### src/rtl/freq_counter_bank.sv
// -----------------------------------------------------------------------------
// freq_counter_bank
//
// Multi-channel frequency counter referenced to the OCXO clock. Over back-to-back
// gate windows of gate_len = frequency_clk_ref * gate_scale reference cycles it
// counts rising edges on 5 XO and 10 TCXO inputs. At each window end it
// publishes the reference count, every channel count and every channel's
// absolute deviation from the reference count.
//
// Ports:
//   clk_ocxo          in   reference clock, the only clock in the block
//   rst               in   asynchronous active-low reset
//   EN                in   measurement enable (low: counters held at 0)
//   ixo1..ixo5        in   XO inputs, asynchronous to clk_ocxo
//   itcxo1..itcxo10   in   TCXO inputs, asynchronous to clk_ocxo
//   ocxo_cnt          out  reference cycles in the last completed gate
//   oxo1..oxo5        out  edge counts of ixo1..ixo5 in the last gate
//   otcxo1..otcxo10   out  edge counts of itcxo1..itcxo10 in the last gate
//   error1..error15   out  |ocxo_cnt - count|; 1..5 -> oxo1..5, 6..15 -> otcxo1..10
// -----------------------------------------------------------------------------
module freq_counter_bank #(
  parameter int unsigned bit_cnt           = 25,
  parameter int unsigned frequency_clk_ref = 16,
  parameter int unsigned gate_scale        = 1000000
) (
  input  logic               clk_ocxo,
  input  logic               rst,
  input  logic               EN,
  input  logic               ixo1,
  input  logic               ixo2,
  input  logic               ixo3,
  input  logic               ixo4,
  input  logic               ixo5,
  input  logic               itcxo1,
  input  logic               itcxo2,
  input  logic               itcxo3,
  input  logic               itcxo4,
  input  logic               itcxo5,
  input  logic               itcxo6,
  input  logic               itcxo7,
  input  logic               itcxo8,
  input  logic               itcxo9,
  input  logic               itcxo10,
  output logic [bit_cnt-1:0] ocxo_cnt,
  output logic [bit_cnt-1:0] oxo1,
  output logic [bit_cnt-1:0] oxo2,
  output logic [bit_cnt-1:0] oxo3,
  output logic [bit_cnt-1:0] oxo4,
  output logic [bit_cnt-1:0] oxo5,
  output logic [bit_cnt-1:0] otcxo1,
  output logic [bit_cnt-1:0] otcxo2,
  output logic [bit_cnt-1:0] otcxo3,
  output logic [bit_cnt-1:0] otcxo4,
  output logic [bit_cnt-1:0] otcxo5,
  output logic [bit_cnt-1:0] otcxo6,
  output logic [bit_cnt-1:0] otcxo7,
  output logic [bit_cnt-1:0] otcxo8,
  output logic [bit_cnt-1:0] otcxo9,
  output logic [bit_cnt-1:0] otcxo10,
  output logic [bit_cnt-1:0] error1,
  output logic [bit_cnt-1:0] error2,
  output logic [bit_cnt-1:0] error3,
  output logic [bit_cnt-1:0] error4,
  output logic [bit_cnt-1:0] error5,
  output logic [bit_cnt-1:0] error6,
  output logic [bit_cnt-1:0] error7,
  output logic [bit_cnt-1:0] error8,
  output logic [bit_cnt-1:0] error9,
  output logic [bit_cnt-1:0] error10,
  output logic [bit_cnt-1:0] error11,
  output logic [bit_cnt-1:0] error12,
  output logic [bit_cnt-1:0] error13,
  output logic [bit_cnt-1:0] error14,
  output logic [bit_cnt-1:0] error15
);

  localparam int num_ch = 15;

  localparam logic [bit_cnt-1:0] gate_len  = bit_cnt'(frequency_clk_ref * gate_scale);
  localparam logic [bit_cnt-1:0] gate_last = gate_len - bit_cnt'(1);
  localparam logic [bit_cnt-1:0] cnt_max   = '1;

  // Channel bus: bit 0 = ixo1 ... bit 4 = ixo5, bit 5 = itcxo1 ... bit 14 = itcxo10.
  logic [num_ch-1:0] ch_in;
  assign ch_in = {itcxo10, itcxo9, itcxo8, itcxo7, itcxo6, itcxo5, itcxo4, itcxo3,
                  itcxo2, itcxo1, ixo5, ixo4, ixo3, ixo2, ixo1};

  // Two synchronizer stages plus one history stage per channel.
  logic [num_ch-1:0] sync_meta;
  logic [num_ch-1:0] sync_q;
  logic [num_ch-1:0] sync_prev;
  logic [num_ch-1:0] edge_det;

  assign edge_det = sync_q & ~sync_prev;

  logic [bit_cnt-1:0] gate_cnt;
  logic               gate_end;

  assign gate_end = EN && (gate_cnt == gate_last);

  logic [bit_cnt-1:0] ch_cnt   [num_ch];
  logic [bit_cnt-1:0] ch_next  [num_ch];
  logic [bit_cnt-1:0] err_next [num_ch];
  logic [bit_cnt-1:0] ch_q     [num_ch];
  logic [bit_cnt-1:0] err_q    [num_ch];

  // Count including this cycle's edge (saturating), and its distance from the
  // reference count. At a window end these are exactly the values published,
  // so an edge detected in the last gate cycle lands in the closing window.
  always_comb begin
    for (int i = 0; i < num_ch; i++) begin
      // NOTE: every always_comb output gets a default before any condition so no latch is inferred.
      ch_next[i] = ch_cnt[i];
      if (edge_det[i] && (ch_cnt[i] != cnt_max)) begin
        ch_next[i] = ch_cnt[i] + bit_cnt'(1);
      end
      err_next[i] = (ch_next[i] > gate_len) ? (ch_next[i] - gate_len)
                                             : (gate_len - ch_next[i]);
    end
  end

  // Synchronizers, gate counter and channel counters. EN low holds all of them
  // at 0 so a re-enable starts a clean window with no stale history.
  always_ff @(posedge clk_ocxo or negedge rst) begin
    if (!rst) begin
      // NOTE: sequential state uses non-blocking assignments so every flop samples pre-edge values.
      sync_meta <= '0;
      sync_q    <= '0;
      sync_prev <= '0;
      gate_cnt  <= '0;
      for (int i = 0; i < num_ch; i++) begin
        ch_cnt[i] <= '0;
      end
    end else if (!EN) begin
      sync_meta <= '0;
      sync_q    <= '0;
      sync_prev <= '0;
      gate_cnt  <= '0;
      for (int i = 0; i < num_ch; i++) begin
        ch_cnt[i] <= '0;
      end
    end else begin
      sync_meta <= ch_in;
      sync_q    <= sync_meta;
      sync_prev <= sync_q;
      gate_cnt  <= gate_end ? '0 : (gate_cnt + bit_cnt'(1));
      // Restart at 0 on the boundary; an edge in the following cycle then
      // makes the counter 1, so the next window starts without a gap.
      for (int i = 0; i < num_ch; i++) begin
        ch_cnt[i] <= gate_end ? '0 : ch_next[i];
      end
    end
  end

  // Published results: updated only at a completed window end.
  always_ff @(posedge clk_ocxo or negedge rst) begin
    if (!rst) begin
      ocxo_cnt <= '0;
      // NOTE: these register arrays are flops, not RAM, and must read 0 after reset, so they are reset element by element.
      for (int i = 0; i < num_ch; i++) begin
        ch_q[i]  <= '0;
        err_q[i] <= '0;
      end
    end else if (gate_end) begin
      ocxo_cnt <= gate_len;
      for (int i = 0; i < num_ch; i++) begin
        ch_q[i]  <= ch_next[i];
        err_q[i] <= err_next[i];
      end
    end
  end

  assign oxo1    = ch_q[0];
  assign oxo2    = ch_q[1];
  assign oxo3    = ch_q[2];
  assign oxo4    = ch_q[3];
  assign oxo5    = ch_q[4];
  assign otcxo1  = ch_q[5];
  assign otcxo2  = ch_q[6];
  assign otcxo3  = ch_q[7];
  assign otcxo4  = ch_q[8];
  assign otcxo5  = ch_q[9];
  assign otcxo6  = ch_q[10];
  assign otcxo7  = ch_q[11];
  assign otcxo8  = ch_q[12];
  assign otcxo9  = ch_q[13];
  assign otcxo10 = ch_q[14];

  assign error1  = err_q[0];
  assign error2  = err_q[1];
  assign error3  = err_q[2];
  assign error4  = err_q[3];
  assign error5  = err_q[4];
  assign error6  = err_q[5];
  assign error7  = err_q[6];
  assign error8  = err_q[7];
  assign error9  = err_q[8];
  assign error10 = err_q[9];
  assign error11 = err_q[10];
  assign error12 = err_q[11];
  assign error13 = err_q[12];
  assign error14 = err_q[13];
  assign error15 = err_q[14];

endmodule

### config.mk
export PLATFORM = sky130hd
export DESIGN_NAME = freq_counter_bank
export DESIGN_NICKNAME = d
export VERILOG_FILES = /design/src/rtl/freq_counter_bank.sv
export SDC_FILE = /design/constraint.sdc
export NUM_CORES = 2
export LEC_CHECK = 0
export CORE_UTILIZATION = 61
export CTS_CLUSTER_SIZE = 40
export DETAILED_ROUTE_END_ITERATION = 12
export PLACE_DENSITY = 0.87
export REMOVE_ABC_BUFFERS = 1
export SYNTH_ARGS = -nofsm -noshare
export SYNTH_HDL_FRONTEND = slang
export SYNTH_SLANG_ARGS = --single-unit
### constraint.sdc
create_clock -name clk_ocxo -period 12.1 [get_ports clk_ocxo]
set_input_delay 2.42 -clock clk_ocxo [delete_from_list [all_inputs] [get_ports clk_ocxo]]
set_output_delay 2.42 -clock clk_ocxo [all_outputs]
set_load 0.1 [all_outputs]
# [Word level (Yosys, flattened, before mapping)]
# Cells that the tools add are included.
[classes] n_lt_le_gt_ge=15 add_sub_neg=46 bitwise_logic=2 eq_ne=16 n_reduce_logical=16 mux=51
[op_table] operator="25-bit two-way mux" n=47
[op_table] operator="25-bit by 1-bit adder with 25-bit output, second input constant" n=16
[op_table] operator="25-bit by 24-bit > comparator with 1-bit output, second input constant" n=15
[op_table] operator="375-bit two-way mux" n=1
[op_table] operator="25-bit inequality test, second input constant" n=15
[op_table] operator="24-bit by 25-bit subtractor with 25-bit output, first input constant" n=15
[op_table] operator="25-bit by 24-bit subtractor with 25-bit output, second input constant" n=15
[op_table] operator="15-bit two-way mux" n=3
[op_table] operator="25-bit by 24-bit == test with 1-bit output, second input constant" n=1
[op_table] operator="1-bit logical AND" n=16
[op_table] operator="15-bit AND" n=1
[op_table] operator="15-bit inverter" n=1
[word_totals] output_inout_bits=775 reg_bits=1196 wordCells=196 in_bits=18

# [Depth between registers and ports, before layout]
[logic_depth] depth_word=6 ltp_mapped=18 mapped_depth_nobuf=15

# [Least setup slack after synthesis]
# Ideal clock, no wire load.
[synth_timing] path_kind="register to register" startpoint="register ch_cnt[16] (netlist name)" endpoint="register err_q, in the netlist error15[16]" slack_ns=7.968 setup_time_ns=0.083 t_arrival_ns=4.049 t_required_ns=12.017 path_buffers=3 period_less_slack_ns=4.132 stages_incl_launch_ff=17 cell_sequence="dfrtp_1 > clkbuf_2 > nand4_2 > or4_1 > clkbuf_1 > o21ai_1 > mux2i_1 > ha_1 > inv_1 > nor4_1 > and4_1 > a22oi_2 > a21oi_4 > buf_2 > mux2i_1 > a22oi_1 > o21ai_0"
[synth_via] elab_chain_len=5 elab_cells_between_ends=8 classes_between="3 x add/sub; 1 x order compare; 1 x eq/ne; 2 x mux; 1 x reduce/logical"
[synth_rtl] element="from (decl)" line_no="101" text="logic [bit_cnt-1:0] ch_cnt [num_ch];"
[synth_rtl] element="from (signal, indexed assignment)" line_no="150" text="ch_cnt[i] <= gate_end ? '0 : ch_next[i];"
[synth_rtl] element="branches (longest 2 deep; another with 25-bit by 1-bit adder with 25-bit output)"
[synth_rtl] element="25-bit two-way mux (*)" line_no="114" text="if (edge_det[i] && (ch_cnt[i] != cnt_max)) begin"
[synth_rtl] element="24-bit by 25-bit subtractor with 25-bit output (tied with other cells)" line_no="118" text=": (gate_len - ch_next[i]);"
[synth_rtl] element="25-bit two-way mux (*)" line_no="117" text="err_next[i] = (ch_next[i] > gate_len) ? (ch_next[i] - gate_len)"
[synth_rtl] element="to (signal, indexed assignment)" line_no="168" text="err_q[i] <= err_next[i];"
[synth_rtl] element="to (decl)" line_no="105" text="logic [bit_cnt-1:0] err_q [num_ch];"
# Every way passes the cells marked *.
# A chain may end at the register's enable or synchronous reset.

# [Worst setup path after layout]
[layout_timing] startpoint="input port EN" endpoint="register ch_cnt[61] (netlist name)"
[layout_via] elab_chain_len=3
[layout_rtl] element="from (decl)" line_no="28" text="input logic EN,"
[layout_rtl] element="1-bit logical AND" line_no="99" text="assign gate_end = EN && (gate_cnt == gate_last);"
[layout_rtl] element="25-bit two-way mux" line_no="150"
[layout_rtl] element="375-bit two-way mux (*)" line_no="134" text="end else if (!EN) begin"
# Every way passes the cells marked *; elsewhere a longest branch is shown, timed or not.

==> qor.yml <==
sta:
  rsz0062_at_grt: "no"
  clock_skews_ns: 0.0233
  report.final.hold_viol_count: 0
  final.min_clock_period_ns: 6.58
  final.setup.worst_slack_ns: 5.52
  finalMaxSlewViolations: 0
  worst_slew_margin_rel_pct: 16.2
  worst_hold_slack_ns: 0.460
  sum_neg_setup_slack_ns: 0
  min_period_over_period_pct: 54.3
  timing_worst_slew_pin_value_ns: 1.25
  setup_viol_count_final: 0
  achievable-frequency_mhz: 152
finish:
  layout.cell_area.non_filler_mm2: 0.0761
  final_layout_size_suffix_gt1_share_pct: 4.95
  finish.cell_count_without_fillers: 9124
  finish.net_count: 7719
  largest_reg_flops: 375
  regMostFlops: "ch_cnt"
  area_growth_syn_to_layout_pct: 19.4
clock_tree:
  cts_tree: "built"
  clock_insertion_delay_worst_skew_ns: 0.73
  clk_root_buffer_cell: "clkbuf_16"
  cts_buffers: 120
  post_cts_resized: 0
  clock_pin_slew_reported_for_the_worst_setup_and_hold_paths_after_clock_tree_synthesis_ns: 0.07
  clockBufferDepth: 3
  cts.sink_count: 1181
  post-cts-setup-buffers: 0
  cts_htree_levels: 3
  cts_hold_repair_buffers: 0
route:
  routed_wire_length_per_instance_um: 20.5
  wl_met1_um: 73700
  met2_routed_wl_um: 87600
  routed-via-count: 56800
  detailedRoute.firstIterationViolations: 6157
  drt_wl_total_um: 187000
  top_signal_layer_used: "met5"
  drt.antenna.violating_nets: 0
  routed-wl-met3_um: 14600
  dr.pass1.iters: 8
  viasPerCell: 6.22
  post-route-drc-count: 0
flow_run:
  drv.max_cap_violation_count: 0
global_routing:
  grt-ovfl-total: 0
  first_pass_grt_wire_length_um: 296000
  grt_start_max_net_pins: 293
  first_global_vias: 53800
  antenna_found_initial: 5
  globalRouteTotalUtil_pct: 34.5
synth:
  synthArstFlopShare_pct: 100
  dominantRegCellSynth: "dfrtp_1"
  yosys_warnings: 0
  synth.top_cell.area_share_pct: 46.4
  cell_taking_the_most_area_after_synthesis: "dfrtp_1"
  avgSynthCellArea_um2: 8.99
  yosys-top-cells-count: "dfrtp_1 (1181), nand2_1 (1046), o21ai_0 (824), nor2_1 (693), xnor2_1 (406)"
  synthMostInstantiatedCell: "dfrtp_1"
  synth-seq-area-share_pct: 46.4
  post_synthesis_cell_area_mm2: 0.0637
  synth-edff-count: 0
  synthTopCellsByArea: "dfrtp_1 (46%), o21ai_0 (6.5%), nand2_1 (6.2%)"
  ys_ff_latch: 1181
  post_synth_inst_count: 7089
  yosysUniqueCellTypes: 110
critical_path:
  timing.critical_path.fanout_max: 90
  regToRegStartpoint: "ch_cnt[325]$_DFF_PN0_"
  cp.arrival_ns: 7.13
  cp.required_ns: 12.66
  critPathLaunchType: "input pin"
  worst_setup_path_end_kind: "flip-flop"
  crit_path_start: "EN"
  ff2ff_path_depth: 13
  criticalPathCategory: "in -> reg"
placement:
  gp_routability_congestion: 0.948
  numPlacedInstances: 8897
  dp_slack_ns: 4.77
  dpl-instance-area_mm2: 0.0718
  placement.io_buffers: 774
  place_hpwl_um: 132000
min_path:
  holdCritPathClass: "reg -> reg"
  min_path_cells: 1
  worst_hold_start: "sync_meta[7]$_DFF_PN0_"
floorplanning:
  num_io_pins: 793
  core_region_area_mm2: 0.103
  floorplan.die_area_mm2: 0.106
  chipWidth_um: 325
  effective_utilization_at_floorplan_pct: 61.6
  placementRows: 118
  die_height_um: 325
power_and_ir_drop:
  vdd_drop_max_v: 0.000122
  power_per_cell_area_mw_per_mm2: 109
  static_leakage_power_nw: 32.1
outcome:
  run_status: "finished clean"
per-stage QoR:
stage / total power, mW / util (%)
6_report: 8.29 / 73.5
5_1_grt: 8.51 / 73.5
4_1_cts: 8.32 / 73.5
3_5_place_dp: 4.37 / 69.4
3_3_place_gp: 4.36 / 69.4
2_1_floorplan: 4.22 / -
cell usage in the layout (no fill, tap or decap), types with 21 or more instances in the layout:
master and count:
a2111oi_0 25, xnor2_1 406, a31oi_1 83, nand2b_1 39, o21a_1 32, o31ai_1 30, ha_1 62, o211ai_1 32
nor3_1 135, nor2b_1 57, clkbuf_8 25, or3_1 50, a211oi_1 38, nand4_1 169, clkbuf_16 123, and4_1 94
buf_4 52, xor2_1 262, or4_1 23, or2_2 23, mux2i_1 148, o21ai_0 824, and2_1 119, and3_1 119
nand2_1 1045, o21ai_1 29, clkdlybuf4s50_1 761, inv_1 74, clkinv_2 21, nor4_1 64, nand3_1 239, a21oi_1 191
a21o_1 35, nor2_1 693, dfrtp_1 1181
cell type report:
type	count	area [um2]
antenna	3	7.51
inverter	75	282
multi-input combinational	5441	32100
fill	7278	27400
tap	1380	1730
clock buffer	163	3480
clock inverter	61	776
timing repair buffer	820	8150
sequential	1181	29600
where the power goes:
part	leakage, nW	internal, mW	switching, mW
clock network	2.06	2.35	1.64
logic	13.5	0.0876	0.243
registers	16.5	3.96	0.0111
worst paths after layout:
path                                           to  slack [ns]
hold / removal                sync_q[7]$_DFF_PN0_        0.46
setup / recovery             ch_cnt[61]$_DFF_PN0_        5.52
hold reg to reg               sync_q[7]$_DFF_PN0_        0.46
min in group asynchronous  error8[23]$_DFFE_PN0P_        1.65
max in group asynchronous  error6[14]$_DFFE_PN0P_        8.06
setup reg to reg           error2[10]$_DFFE_PN0P_        6.40
routing by layer:
layer  track usage (%)  up-vias
met1              44.9    27600
li1                  -    26000
met2              54.8     2615
met3              6.10      541
met4              19.0        4
met5                 0        -
worst max-delay path, cell delays in order:
cell	delay, ns
buf_4	0.54
nand2b_1	0.11
nor4_1	0.33
nand4_1	0.77
nand2_4	1.12
buf_4	0.78
buf_4	0.77
nor2_1	0.13
cell families after synthesis:
logic type / count (synthesis) / synth area share (%)
AND/OR/NAND/NOR: 2965 / 22.5
AO/OA/AOI/OAI: 1564 / 14.8
flip-flops: 1181 / 46.4
XOR/XNOR: 668 / 9.18
buffers and inverters: 484 / 3.33
multiplexers: 164 / 2.61
adder cells (fa/ha/maj): 62 / 1.22
other: 1 / 0.00589
Note: power is estimated with default switching activity, not from simulation.
